<file path="src/rtl/vga_term_writer.sv">
// rtl/vga_term_writer.sv - character-cell writer for a text-mode VGA frame memory
// Accepts characters, handles control codes, and sweeps rows or the whole screen with blanks.
module vga_term_writer #(
  parameter int ROWS = 30,
  parameter int COLS = 70
) (
  input  logic       clk,
  input  logic       rst,
  input  logic       in_valid,
  output logic       in_ready,
  input  logic [7:0] in_ascii,
  input  logic [2:0] in_fg,
  input  logic [2:0] in_bg,
  output logic       we,
  output logic [4:0] wr_addr,
  output logic [6:0] wc_addr,
  output logic [7:0] w_ascii,
  output logic [2:0] w_fg_color,
  output logic [2:0] w_bg_color,
  output logic [4:0] cur_row,
  output logic [6:0] cur_col,
  output logic       busy
);

  typedef enum logic [1:0] {IDLE, CLEAR, CLRROW} state_t;

  localparam logic [4:0] LAST_ROW = 5'(ROWS - 1);
  localparam logic [6:0] LAST_COL = 7'(COLS - 1);
  localparam logic [7:0] BLANK    = 8'h20;

  state_t     state_q, state_d;
  logic [4:0] cur_row_q, cur_row_d;
  logic [6:0] cur_col_q, cur_col_d;
  logic [4:0] sw_row_q, sw_row_d;
  logic [6:0] sw_col_q, sw_col_d;
  logic [2:0] fg_q, fg_d;
  logic [2:0] bg_q, bg_d;
  logic       we_q, we_d;
  logic [4:0] wr_addr_q, wr_addr_d;
  logic [6:0] wc_addr_q, wc_addr_d;
  logic [7:0] w_ascii_q, w_ascii_d;
  logic [2:0] w_fg_q, w_fg_d;
  logic [2:0] w_bg_q, w_bg_d;

  logic       accept;
  logic       printable;
  logic [4:0] row_next;

  assign accept    = (state_q == IDLE) && in_valid;
  assign printable = (in_ascii >= 8'h20) && (in_ascii <= 8'h7E);
  assign row_next  = (cur_row_q == LAST_ROW) ? 5'd0 : cur_row_q + 5'd1;

  // State register; reset lands in CLEAR so the screen is blanked on release.
  always_ff @(posedge clk or posedge rst) begin
    if (rst) begin
      state_q <= CLEAR;
    end else begin
      state_q <= state_d;
    end
  end

  always_comb begin
    state_d = state_q;
    case (state_q)
      IDLE: begin
        if (accept) begin
          if (printable && (cur_col_q == LAST_COL)) state_d = CLRROW;
          else if (in_ascii == 8'h0A)               state_d = CLRROW;
          else if (in_ascii == 8'h0C)               state_d = CLEAR;
        end
      end
      CLEAR: begin
        if ((sw_row_q == LAST_ROW) && (sw_col_q == LAST_COL)) state_d = IDLE;
      end
      CLRROW: begin
        if (sw_col_q == LAST_COL) state_d = IDLE;
      end
      default: state_d = IDLE;
    endcase
  end

  always_comb begin
    cur_row_d = cur_row_q;
    cur_col_d = cur_col_q;
    sw_row_d  = sw_row_q;
    sw_col_d  = sw_col_q;
    fg_d      = fg_q;
    bg_d      = bg_q;
    we_d      = 1'b0;
    wr_addr_d = wr_addr_q;
    wc_addr_d = wc_addr_q;
    w_ascii_d = w_ascii_q;
    w_fg_d    = w_fg_q;
    w_bg_d    = w_bg_q;
    case (state_q)
      IDLE: begin
        if (accept) begin
          fg_d     = in_fg;
          bg_d     = in_bg;
          sw_row_d = 5'd0;
          sw_col_d = 7'd0;
          if (printable) begin
            we_d      = 1'b1;
            wr_addr_d = cur_row_q;
            wc_addr_d = cur_col_q;
            w_ascii_d = in_ascii;
            w_fg_d    = in_fg;
            w_bg_d    = in_bg;
            if (cur_col_q == LAST_COL) begin
              cur_col_d = 7'd0;
              cur_row_d = row_next;
            end else begin
              cur_col_d = cur_col_q + 7'd1;
            end
          end else begin
            case (in_ascii)
              8'h0A: begin
                cur_col_d = 7'd0;
                cur_row_d = row_next;
              end
              8'h0D: cur_col_d = 7'd0;
              8'h08: begin
                if (cur_col_q != 7'd0) begin
                  cur_col_d = cur_col_q - 7'd1;
                  we_d      = 1'b1;
                  wr_addr_d = cur_row_q;
                  wc_addr_d = cur_col_q - 7'd1;
                  w_ascii_d = BLANK;
                  w_fg_d    = in_fg;
                  w_bg_d    = in_bg;
                end
              end
              8'h0C: begin
                cur_row_d = 5'd0;
                cur_col_d = 7'd0;
              end
              default: ;
            endcase
          end
        end
      end
      CLEAR: begin
        we_d      = 1'b1;
        wr_addr_d = sw_row_q;
        wc_addr_d = sw_col_q;
        w_ascii_d = BLANK;
        w_fg_d    = fg_q;
        w_bg_d    = bg_q;
        if (sw_col_q == LAST_COL) begin
          sw_col_d = 7'd0;
          sw_row_d = (sw_row_q == LAST_ROW) ? 5'd0 : sw_row_q + 5'd1;
        end else begin
          sw_col_d = sw_col_q + 7'd1;
        end
      end
      CLRROW: begin
        we_d      = 1'b1;
        wr_addr_d = cur_row_q;
        wc_addr_d = sw_col_q;
        w_ascii_d = BLANK;
        w_fg_d    = fg_q;
        w_bg_d    = bg_q;
        sw_col_d  = (sw_col_q == LAST_COL) ? 7'd0 : sw_col_q + 7'd1;
      end
      default: ;
    endcase
  end

  always_ff @(posedge clk or posedge rst) begin
    if (rst) begin
      cur_row_q <= 5'd0;
      cur_col_q <= 7'd0;
      sw_row_q  <= 5'd0;
      sw_col_q  <= 7'd0;
      fg_q      <= 3'd7;
      bg_q      <= 3'd0;
      we_q      <= 1'b0;
      wr_addr_q <= 5'd0;
      wc_addr_q <= 7'd0;
      w_ascii_q <= 8'd0;
      w_fg_q    <= 3'd0;
      w_bg_q    <= 3'd0;
    end else begin
      cur_row_q <= cur_row_d;
      cur_col_q <= cur_col_d;
      sw_row_q  <= sw_row_d;
      sw_col_q  <= sw_col_d;
      fg_q      <= fg_d;
      bg_q      <= bg_d;
      we_q      <= we_d;
      wr_addr_q <= wr_addr_d;
      wc_addr_q <= wc_addr_d;
      w_ascii_q <= w_ascii_d;
      w_fg_q    <= w_fg_d;
      w_bg_q    <= w_bg_d;
    end
  end

  always_comb begin
    in_ready   = (state_q == IDLE);
    busy       = (state_q != IDLE);
    we         = we_q;
    wr_addr    = wr_addr_q;
    wc_addr    = wc_addr_q;
    w_ascii    = w_ascii_q;
    w_fg_color = w_fg_q;
    w_bg_color = w_bg_q;
    cur_row    = cur_row_q;
    cur_col    = cur_col_q;
  end

endmodule

</file>
<file path="config.mk">
export PLATFORM = sky130hd
export DESIGN_NAME = vga_term_writer
export DESIGN_NICKNAME = d
export VERILOG_FILES = /design/src/rtl/vga_term_writer.sv
export SDC_FILE = /design/constraint.sdc
export NUM_CORES = 1
export LEC_CHECK = 0
export BUFFER_PORTS_ARGS = -buffer_cell sky130_fd_sc_hd__buf_2
export CAP_MARGIN = 20
export CORE_MARGIN = 5
export CORE_UTILIZATION = 35
export DETAILED_ROUTE_END_ITERATION = 10
export GPL_TIMING_DRIVEN = 0
export PLACE_DENSITY = 0.52
export REMOVE_ABC_BUFFERS = 1
export SYNTH_ARGS = -nofsm -noshare
export SYNTH_HDL_FRONTEND = slang
export SYNTH_SLANG_ARGS = --single-unit
</file>
<file path="constraint.sdc">
create_clock -name clk -period 2.8 [get_ports clk]
set_clock_uncertainty 0.05 [all_clocks]
set_input_delay 0.28 -clock clk [delete_from_list [all_inputs] [get_ports clk]]
set_output_delay 0.28 -clock clk [all_outputs]
set_load 0.1 [all_outputs]
</file>
-- Word level (Yosys, flattened, before mapping)
Cells that the tools add are included.
- $add $sub $neg: 5
- order comparisons: 2
- multiplexer cells: 51
- eq/ne operators: 19
- reduce and logical (&&, ||, !) cells: 22
- operators with widths (cell ; count):
    7-bit 2-to-1 mux ; 8
    5-bit 2-to-1 mux ; 10
    7-bit one-hot mux with 2 select lines ; 3
    8-bit by 4-bit equality test with 1-bit output (second input constant) ; 4
    8-bit 2-to-1 mux ; 4
    3-bit 2-to-1 mux ; 8
    5-bit one-hot mux with 2 select lines ; 2
    4-bit AND reduction ; 5
    8-bit one-hot mux with 2 select lines ; 1
    5-bit one-hot mux with 3 select lines ; 1
    7-bit by 1-bit adder with 7-bit output (second input constant) ; 2
    7-bit equality test (second input constant) ; 2
    2-bit 2-to-1 mux ; 6
    3-bit one-hot mux with 2 select lines ; 2
    5-bit by 1-bit adder with 5-bit output (second input constant) ; 2
    5-bit equality test (second input constant) ; 2
    3-bit nonzero test ; 3
    8-bit by 6-bit >= comparator with 1-bit output (second input constant) ; 1
    8-bit by 7-bit less-or-equal comparator with 1-bit output (second input constant) ; 1
    7-bit nonzero test ; 1
    7-bit by 1-bit subtractor with 7-bit output (second input constant) ; 1
    2-bit != test (second input constant) ; 3
    3-bit by 1-bit != test with 1-bit output (second input constant) ; 2
    2-bit one-hot mux with 3 select lines ; 1
    other kinds (14) ; 24
- input bits: 17
- register bits: 59
- output and inout bits: 41

-- Logic depth before layout (Yosys ltp)
Gate-level depths: netlist (run 1).
- depth after elaboration: 6
- depth in mapped cells: 8
- mapped depth without buffers: 7

-- Worst setup path after synthesis (run 1)
Ideal clock, no wire load.
- path type: register to register
- start: reg state_q[1]
- end: reg wc_addr_q[2] (netlist: wc_addr[2])
- arrival time: 3100 ps
- path buffers: 1
- path slack: -446 ps
- clock period less this slack: 3246 ps
- library setup time: 95 ps
- cell stages (with the launch flop): 8
- path through: dfrtp_1 -> inv_1 -> ha_1 -> inv_1 -> a211oi_1 -> clkbuf_1 -> o21ai_0 -> o31ai_1
- word-level cells in the longest chain between the ends: 4
- elaborated cells between the ends (all ways): 11
- RTL lines (item ; line ; source):
    from (decl) ; 31 ; state_t state_q, state_d;
    from (signal assigned) ; 58 ; state_q <= state_d;
    2-bit logical NOT * ; n/a ;
    net in_ready ; 10 ; output logic in_ready,
    1-bit logical AND ; 49 ; assign accept = (state_q == IDLE) && in_valid;
    2-bit by 1-bit != test with 1-bit output (no line) ; n/a ;
    4-bit AND reduction (no line) ; n/a ;
    to (signal assigned) ; 192 ; wc_addr_q <= wc_addr_d;
    to (decl) ; 40 ; logic [6:0] wc_addr_q, wc_addr_d;
The timed path passes the listed nets; every way through them passes the cells marked *.
A chain may end at the register's enable or synchronous reset.

-- Worst setup path in the final report (run 1)
- start: reg cur_col_q[0] (netlist: cur_col[0])
- end: reg wr_addr_q[0] (netlist: wr_addr[0])
- word-level cells in the longest chain between the ends: 3
- RTL lines (item ; line ; source):
    from (decl) ; 33 ; logic [6:0] cur_col_q, cur_col_d;
    from (signal assigned) ; 185 ; cur_col_q <= cur_col_d;
    7-bit nonzero test ; 123 ; if (cur_col_q != 7'd0) begin
    3-bit by 1-bit != test with 1-bit output (no line) ; n/a ;
    4-bit AND reduction (no line) ; n/a ;
    to (signal assigned) ; 191 ; wr_addr_q <= wr_addr_d;
    to (decl) ; 39 ; logic [4:0] wr_addr_q, wr_addr_d;
No other way between the ends.

==> results of run 1 <==
==> timing repair <==
item	in CTS	in global routing
hold endpoints to repair	22	0
buffers inserted	0	0
pin swaps	0	0
endpoints found under the setup margin	1	6
hold buffers	1	0
gates resized for setup	1	2
==> worst max-delay path by stage <==
stage / start / endpoint / slack (ns) / cells past startpoint
5_1_grt: state_q[1] / wr_addr[0] / 0.07 / 7
3_3_place_gp: in_ascii[2] / wr_addr[0] / -0.78 / 6
3_5_place_dp: state_q[1] / cur_row[3] / 0.02 / 7
6_report: cur_col[0] / wr_addr[0] / 0.26 / 7
4_1_cts: state_q[1] / cur_row[3] / 0.08 / 6
2_1_floorplan: state_q[1] / w_bg_color[2] / -0.84 / 5
==> routing by layer <==
metal	wire length, um	track usage	up-vias
met4	147	0.0570	0
met5	0	0	-
met3	458	0.0405	13
li1	-	-	1442
met1	4500	0.235	1493
met2	4230	0.260	68
==> state kept, by name, summed over array words and instances, names as in the netlist, 5 cells and up <==
signal and count:
wr_addr 5, sw_col_q 7, wc_addr 7, cur_row 5
cur_col 7, sw_row_q 5, w_ascii 8
==> worst reg2reg max path, stage by stage, from the launching register on <==
cell	delay [ns]
dfrtp_1	0.44
inv_1	0.17
ha_1	0.18
and4b_1	0.26
o21ai_2	0.10
o21ai_2	0.65
buf_16	0.23
mux2_2	0.35
==> area by class of cell <==
cell class | count | area (sq um)
Fill cell | 993 | 5530
Multi-Input combinational cell | 272 | 1860
Sequential cell | 59 | 1480
Timing Repair Buffer | 61 | 350
Tap cell | 133 | 166
Clock inverter | 7 | 140
Clock buffer | 9 | 124
Inverter | 20 | 75.1
==> cell families after synthesis <==
group	after synthesis
AOI/OAI and AO/OA	90
and+or+nand+nor	134
adders and majority gates	14
DFF	59
buffers and inverters	39
xor gates and xnor gates	6
muxes	28
==> report_power, final <==
group          leakage (uW)  switching (uW)  internal (uW)
logic               0.00107            2400            711
registers          0.000764             219           1150
clock network      0.000125             370            680
total               0.00196            2990           2540
==> cell usage in the layout, fill, tap and decap left out, types with 3 or more instances in the layout <==
cell type / netlist / layout
nor4_1: 3 / 3
nand4_1: 3 / 3
xnor2_1: 4 / 4
buf_2: 3 / 57
and3_1: 6 / 6
o31ai_1: 12 / 12
dfrtp_1: 55 / 55
and2_1: 6 / 5
or2_2: 4 / 4
dfstp_2: 4 / 4
nand3_1: 10 / 10
nand2_1: 43 / 42
clkbuf_8: 0 / 9
ha_1: 14 / 13
nor3_1: 12 / 12
o21ai_0: 33 / 33
bufinv_16: 0 / 4
mux2i_1: 16 / 16
a21o_1: 3 / 3
nand2b_1: 5 / 5
nor4b_1: 3 / 3
nor2b_1: 5 / 5
a21oi_1: 9 / 9
o2bb2ai_1: 3 / 3
nor2_1: 19 / 19
inv_1: 20 / 19
mux2_2: 12 / 12
==> per-stage QoR <==
stage                util  setup TNS, ns  hold WS, ns  cells
floorplan               -         -19.30        0.313    351
global placement    0.397         -17.00        0.397    541
detailed placement  0.403              0        0.331    544
CTS                 0.431              0       0.0691    561
global route        0.432              0       0.0697    561
finish              0.432              0       0.0859    561
==> impl_metrics.toml, run 1 <==
[logic_synthesis]
synthAdderAreaFrac = 0.0502
synth.largest_area_cell = "dfrtp_1"
synth_area_leaders = "dfrtp_1 39%, ha_1 5.0%, o21ai_0 4.7%"
synth_area_per_cell_sq_um = 9.43
synth_seq_area_share = 0.425
synth-compound-area-share = 0.179
synth_top_family_by_area = "simple AND/OR/NAND/NOR gates"
synth.ff_latch_count = 59
post_synth_and_or_nand_nor_area_fraction = 0.202
synth_top_flop_cell = "dfrtp_1"
async_flop_share = 1.00
synth.most_common_cell = "dfrtp_1"
synth.cell_area_sq_um = 3490
synth_enable_flop_cells = 0
netlist_instances = 370
synth.top_cells.by_count = "55 x dfrtp_1, 43 x nand2_1, 33 x o21ai_0, 20 x inv_1, 19 x nor2_1"
synth_top_cell_area_share = 0.394
yosysWarnings = 0
yosys.area_share.xor_xnor = 0.0151
synth_mux_area_frac = 0.0846
count_of_cell_types_in_the_netlist = 60

[min_path]
hold_start = "in_fg[0]"
holdPathStages = 3
timing.hold.worst.class = "in2reg"
holdPathEnd = "fg_q[0]"

[global_routing]
grt_pass1_wl_um = 15900
grt_antenna_before_repair = 0
global_router_s_overall_resource_usage = 0.170
vias_in_the_first_global_route = 3069
grt_remaining_overflow = 0
pin_count_of_the_biggest_net_entering_global_routing = 35

[floorplan]
io_pins = 58
initial_core_utilization = 0.359
die_span_in_x_um = 110
die_height_um = 110
design.die.area_sq_um = 12100
coreArea_sq_um = 9730
floorplan.rows = 36

[outcome]
outcome = "complete, no violations"

[clock_tree]
clk_root_buffer_cell = "clkbuf_8"
cts_num_sinks = 59
cts-root-to-sink-buffers = 2
cts_tree = "done"
clock_insertion_delay_worst_skew_ns = 0.34
cts.htree.levels = 3
clkSlewWorstSetupHoldPaths_ns = 0.08
numCtsBuffers = 9

[critical_path]
worst_path_largest_cell_delay_ns = 0.65
critPathRequiredTime_ns = 2.99
critPathCaptureType = "register"
critical_path.n_buffers_inverters = 2
launching_element_type_of_the_critical_path = "register"
path_cells = "inv_1 -> ha_1 -> and4b_1 -> o21ai_2 -> o21ai_2 -> buf_16 -> mux2_2"
timing.critical_path.fanout_max = 15
most_common_cell_type_on_the_critical_path = "o21ai_2"
timing.critical_path.max_delay_family = "compound AO/OA/AOI/OAI gates"
r2r_cells = 7
rrSetupSlack_ns = 0.26
crit_arrival_ns = 2.73
criticalPathCategory = "reg2reg"
crit-reg2reg-capture = "wr_addr[0]"
timing.rr.start = "cur_col[0]"
critical_path_cell_with_the_highest_stage_delay = "o21ai_2"

[power_and_ir_drop]
report.power.total_uw = 5530
max-vdd-ir-drop_mv = 0.531
total_leakage_power_uw = 0.00196
cellPowerDensity_nw_per_um2 = 1320

[cells_and_area]
final_net_count = 454
drive_above_1_share = 0.259
antennaDiodeCount = 0
stdcell_area_sq_um = 4200
area.growth.synth_to_final_pct = 20.3

[sta]
final-setup-viol-count = 0
final_worst_setup_slack_ns = 0.256
report.final.hold_viol_count = 0
unrepaired_setup_endpoints_after_global_routing = "no"
total_count_of_max_transition_violations_in_the_final_report = 0
tightest_slew_ns = 0.979
timing.max_slew.rel_slack = 0.346
final_period_minus_worst_setup_slack_ns = 2.54
maxClockFrequency_mhz = 393
finalCritPeriodShare = 0.909

[route]
dr_total_vias = 3016
first_pass_iters = 5
wire_per_inst_um = 16.7
drc = 0
drt-total-wl_um = 9340
route.antenna.remaining_nets = 0
first_drt_iteration_drcs = 111
vias_per_cell = 5.38

[place]
globalplace.congestion = 0.800
post-place-ws_ns = 0.0189
hpwl_um = 6590
place_area_sq_um = 3920
portBuffers = 57

[run]
max_cap_check_violation_count = 0
(Power assumes the default switching activity.)
==> run 2: changes to the inputs <==
--- a/config.mk
+++ b/config.mk
@@ -7,6 +7,7 @@
 export LEC_CHECK = 0
 export BUFFER_PORTS_ARGS = -buffer_cell sky130_fd_sc_hd__buf_2
 export CAP_MARGIN = 20
+export CORE_ASPECT_RATIO = 1.2
 export CORE_MARGIN = 5
 export CORE_UTILIZATION = 35
 export DETAILED_ROUTE_END_ITERATION = 10
==> impl_metrics.toml, run 2 (synthesis gave the netlist of run 1 again) <==
[outcome]
outcome = "finished with violations"
violations = "hold timing"

[place]
place_area_sq_um = 3890
portBuffers = 57
globalplace.congestion = 0.805
hpwl_um = 6480
dp.cells = 536
post-place-ws_ns = -0.00659

[floorplan]
design.die.area_sq_um = 12100
initial_core_utilization = 0.352
io_pins = 58
coreArea_sq_um = 9910
floorplan.rows = 40
die_span_in_x_um = 101
die_height_um = 119

[run]
max_cap_check_violation_count = 0

[critical_path]
crit_arrival_ns = 2.69
critical_path_cell_with_the_highest_stage_delay = "or4_1"
critPathRequiredTime_ns = 3.00
launching_element_type_of_the_critical_path = "register"
timing.rr.start = "state_q[1]"
critical_path.n_buffers_inverters = 1
worst_setup_path_startpoint = "state_q[1]"
critPathCaptureType = "register"
worstSetupEndpoint = "cur_row[3]"
worst_path_largest_cell_delay_ns = 0.56
timing.critical_path.fanout_max = 15
cp_num_cells = 7
path_cells = "inv_1 -> ha_1 -> nand2_2 -> nor3_1 -> a22oi_1 -> or4_1 -> o211ai_1"
rrSetupSlack_ns = 0.31
timing.critical_path.max_delay_family = "simple AND/OR/NAND/NOR gates"
criticalPathCategory = "reg2reg"
r2r_cells = 7
crit-reg2reg-capture = "cur_row[3]"

[route]
dr_total_vias = 2937
first_drt_iteration_drcs = 120
wire_per_inst_um = 16.6
drc = 0
route.antenna.remaining_nets = 0
drt-total-wl_um = 9150
vias_per_cell = 5.32
first_pass_iters = 4

[cells_and_area]
layout.area.seq_sq_um = 1480
final_net_count = 452
largest_reg_flops = 8
multi_input_comb_area_sq_um = 1870
layoutNonFillerInstCount = 552
fillCellCount = 1018
mostFrequentLayoutCell = "buf_2"
drive_above_1_share = 0.256
stdcell_area_sq_um = 4240
most-common-layout-cells = "57 x buf_2, 55 x dfrtp_1, 42 x nand2_1, 33 x o21ai_0"
area.growth.synth_to_final_pct = 21.5
antennaDiodeCount = 0

[global_routing]
grt_remaining_overflow = 0
global_router_s_overall_resource_usage = 0.162
grt_antenna_before_repair = 1
vias_in_the_first_global_route = 2974
grt_pass1_wl_um = 15400
pin_count_of_the_biggest_net_entering_global_routing = 32

[sta]
timing.max_slew.rel_slack = 0.375
final-setup-viol-count = 0
worst_hold_slack_ns = -0.0221
finalCritPeriodShare = 0.890
total_count_of_max_transition_violations_in_the_final_report = 0
unrepaired_setup_endpoints_after_global_routing = "no"
report.final.hold_viol_count = 25
final_worst_setup_slack_ns = 0.308
tightest_slew_ns = 0.937
final_period_minus_worst_setup_slack_ns = 2.49
maxClockFrequency_mhz = 401

[clock_tree]
cts_tree = "done"
cts_num_sinks = 59
numCtsBuffers = 9
clk_root_buffer_cell = "clkbuf_16"
cts.htree.levels = 3
hold_buffers = 0
cts-root-to-sink-buffers = 2
cts_resized = 0
post-cts-setup-buffer-count = 0
clock_insertion_delay_worst_skew_ns = 0.33
clkSlewWorstSetupHoldPaths_ns = 0.05

[power_and_ir_drop]
max-vdd-ir-drop_mv = 0.629
total_leakage_power_uw = 0.00198
cellPowerDensity_nw_per_um2 = 1340
report.power.total_uw = 5690

[min_path]
timing.hold.worst.class = "in2async"
## run 2: how the worst min path moves through the flow
stage / startpoint / slack (ns) / cells after the start / to
floorplan: in_fg[2] / 0.31 / 2 / fg_q[2]
global placement: fg_q[2] / 0.40 / 2 / fg_q[2]
detailed placement: rst / 0.37 / 2 / w_ascii[1]
CTS: rst / 0.008 / 2 / w_ascii[1]
global route: rst / 0.05 / 2 / w_ascii[1]
finish: rst / -0.02 / 2 / w_ascii[1]
## run 2: metal layers
layer	global-route usage	part of all wire	up-vias
li1	-	-	1438
met1	0.210	0.46	1417
met2	0.256	0.47	65
met3	0.0363	0.052	15
met4	0.0698	0.019	2
met5	0	0.0014	-
## run 2: report_power, final
group	internal, uW	total [uW]	switching [uW]
Clock	875	1270	392
Combinational	678	3050	2370
Sequential	1150	1370	221
## run 2: area by class of cell
class                   count  share of cell area
clock inverters             3              0.0159
well taps                 126              0.0372
flip-flops and latches     59               0.349
inverters                  20              0.0177
multi-input cells         272               0.440
repair buffers             59              0.0737
clock buffers              13              0.0661
## run 2: per-stage QoR
step,setup TNS (ns),util,hold slack (ns)
final,0,0.428,-0.0221
after global routing,0,0.428,0.0497
after CTS,0,0.428,0.00834
after detailed placement,-0.0148,0.393,0.366
after global placement,-17.19,0.389,0.398
after floorplan,-19.30,-,0.313
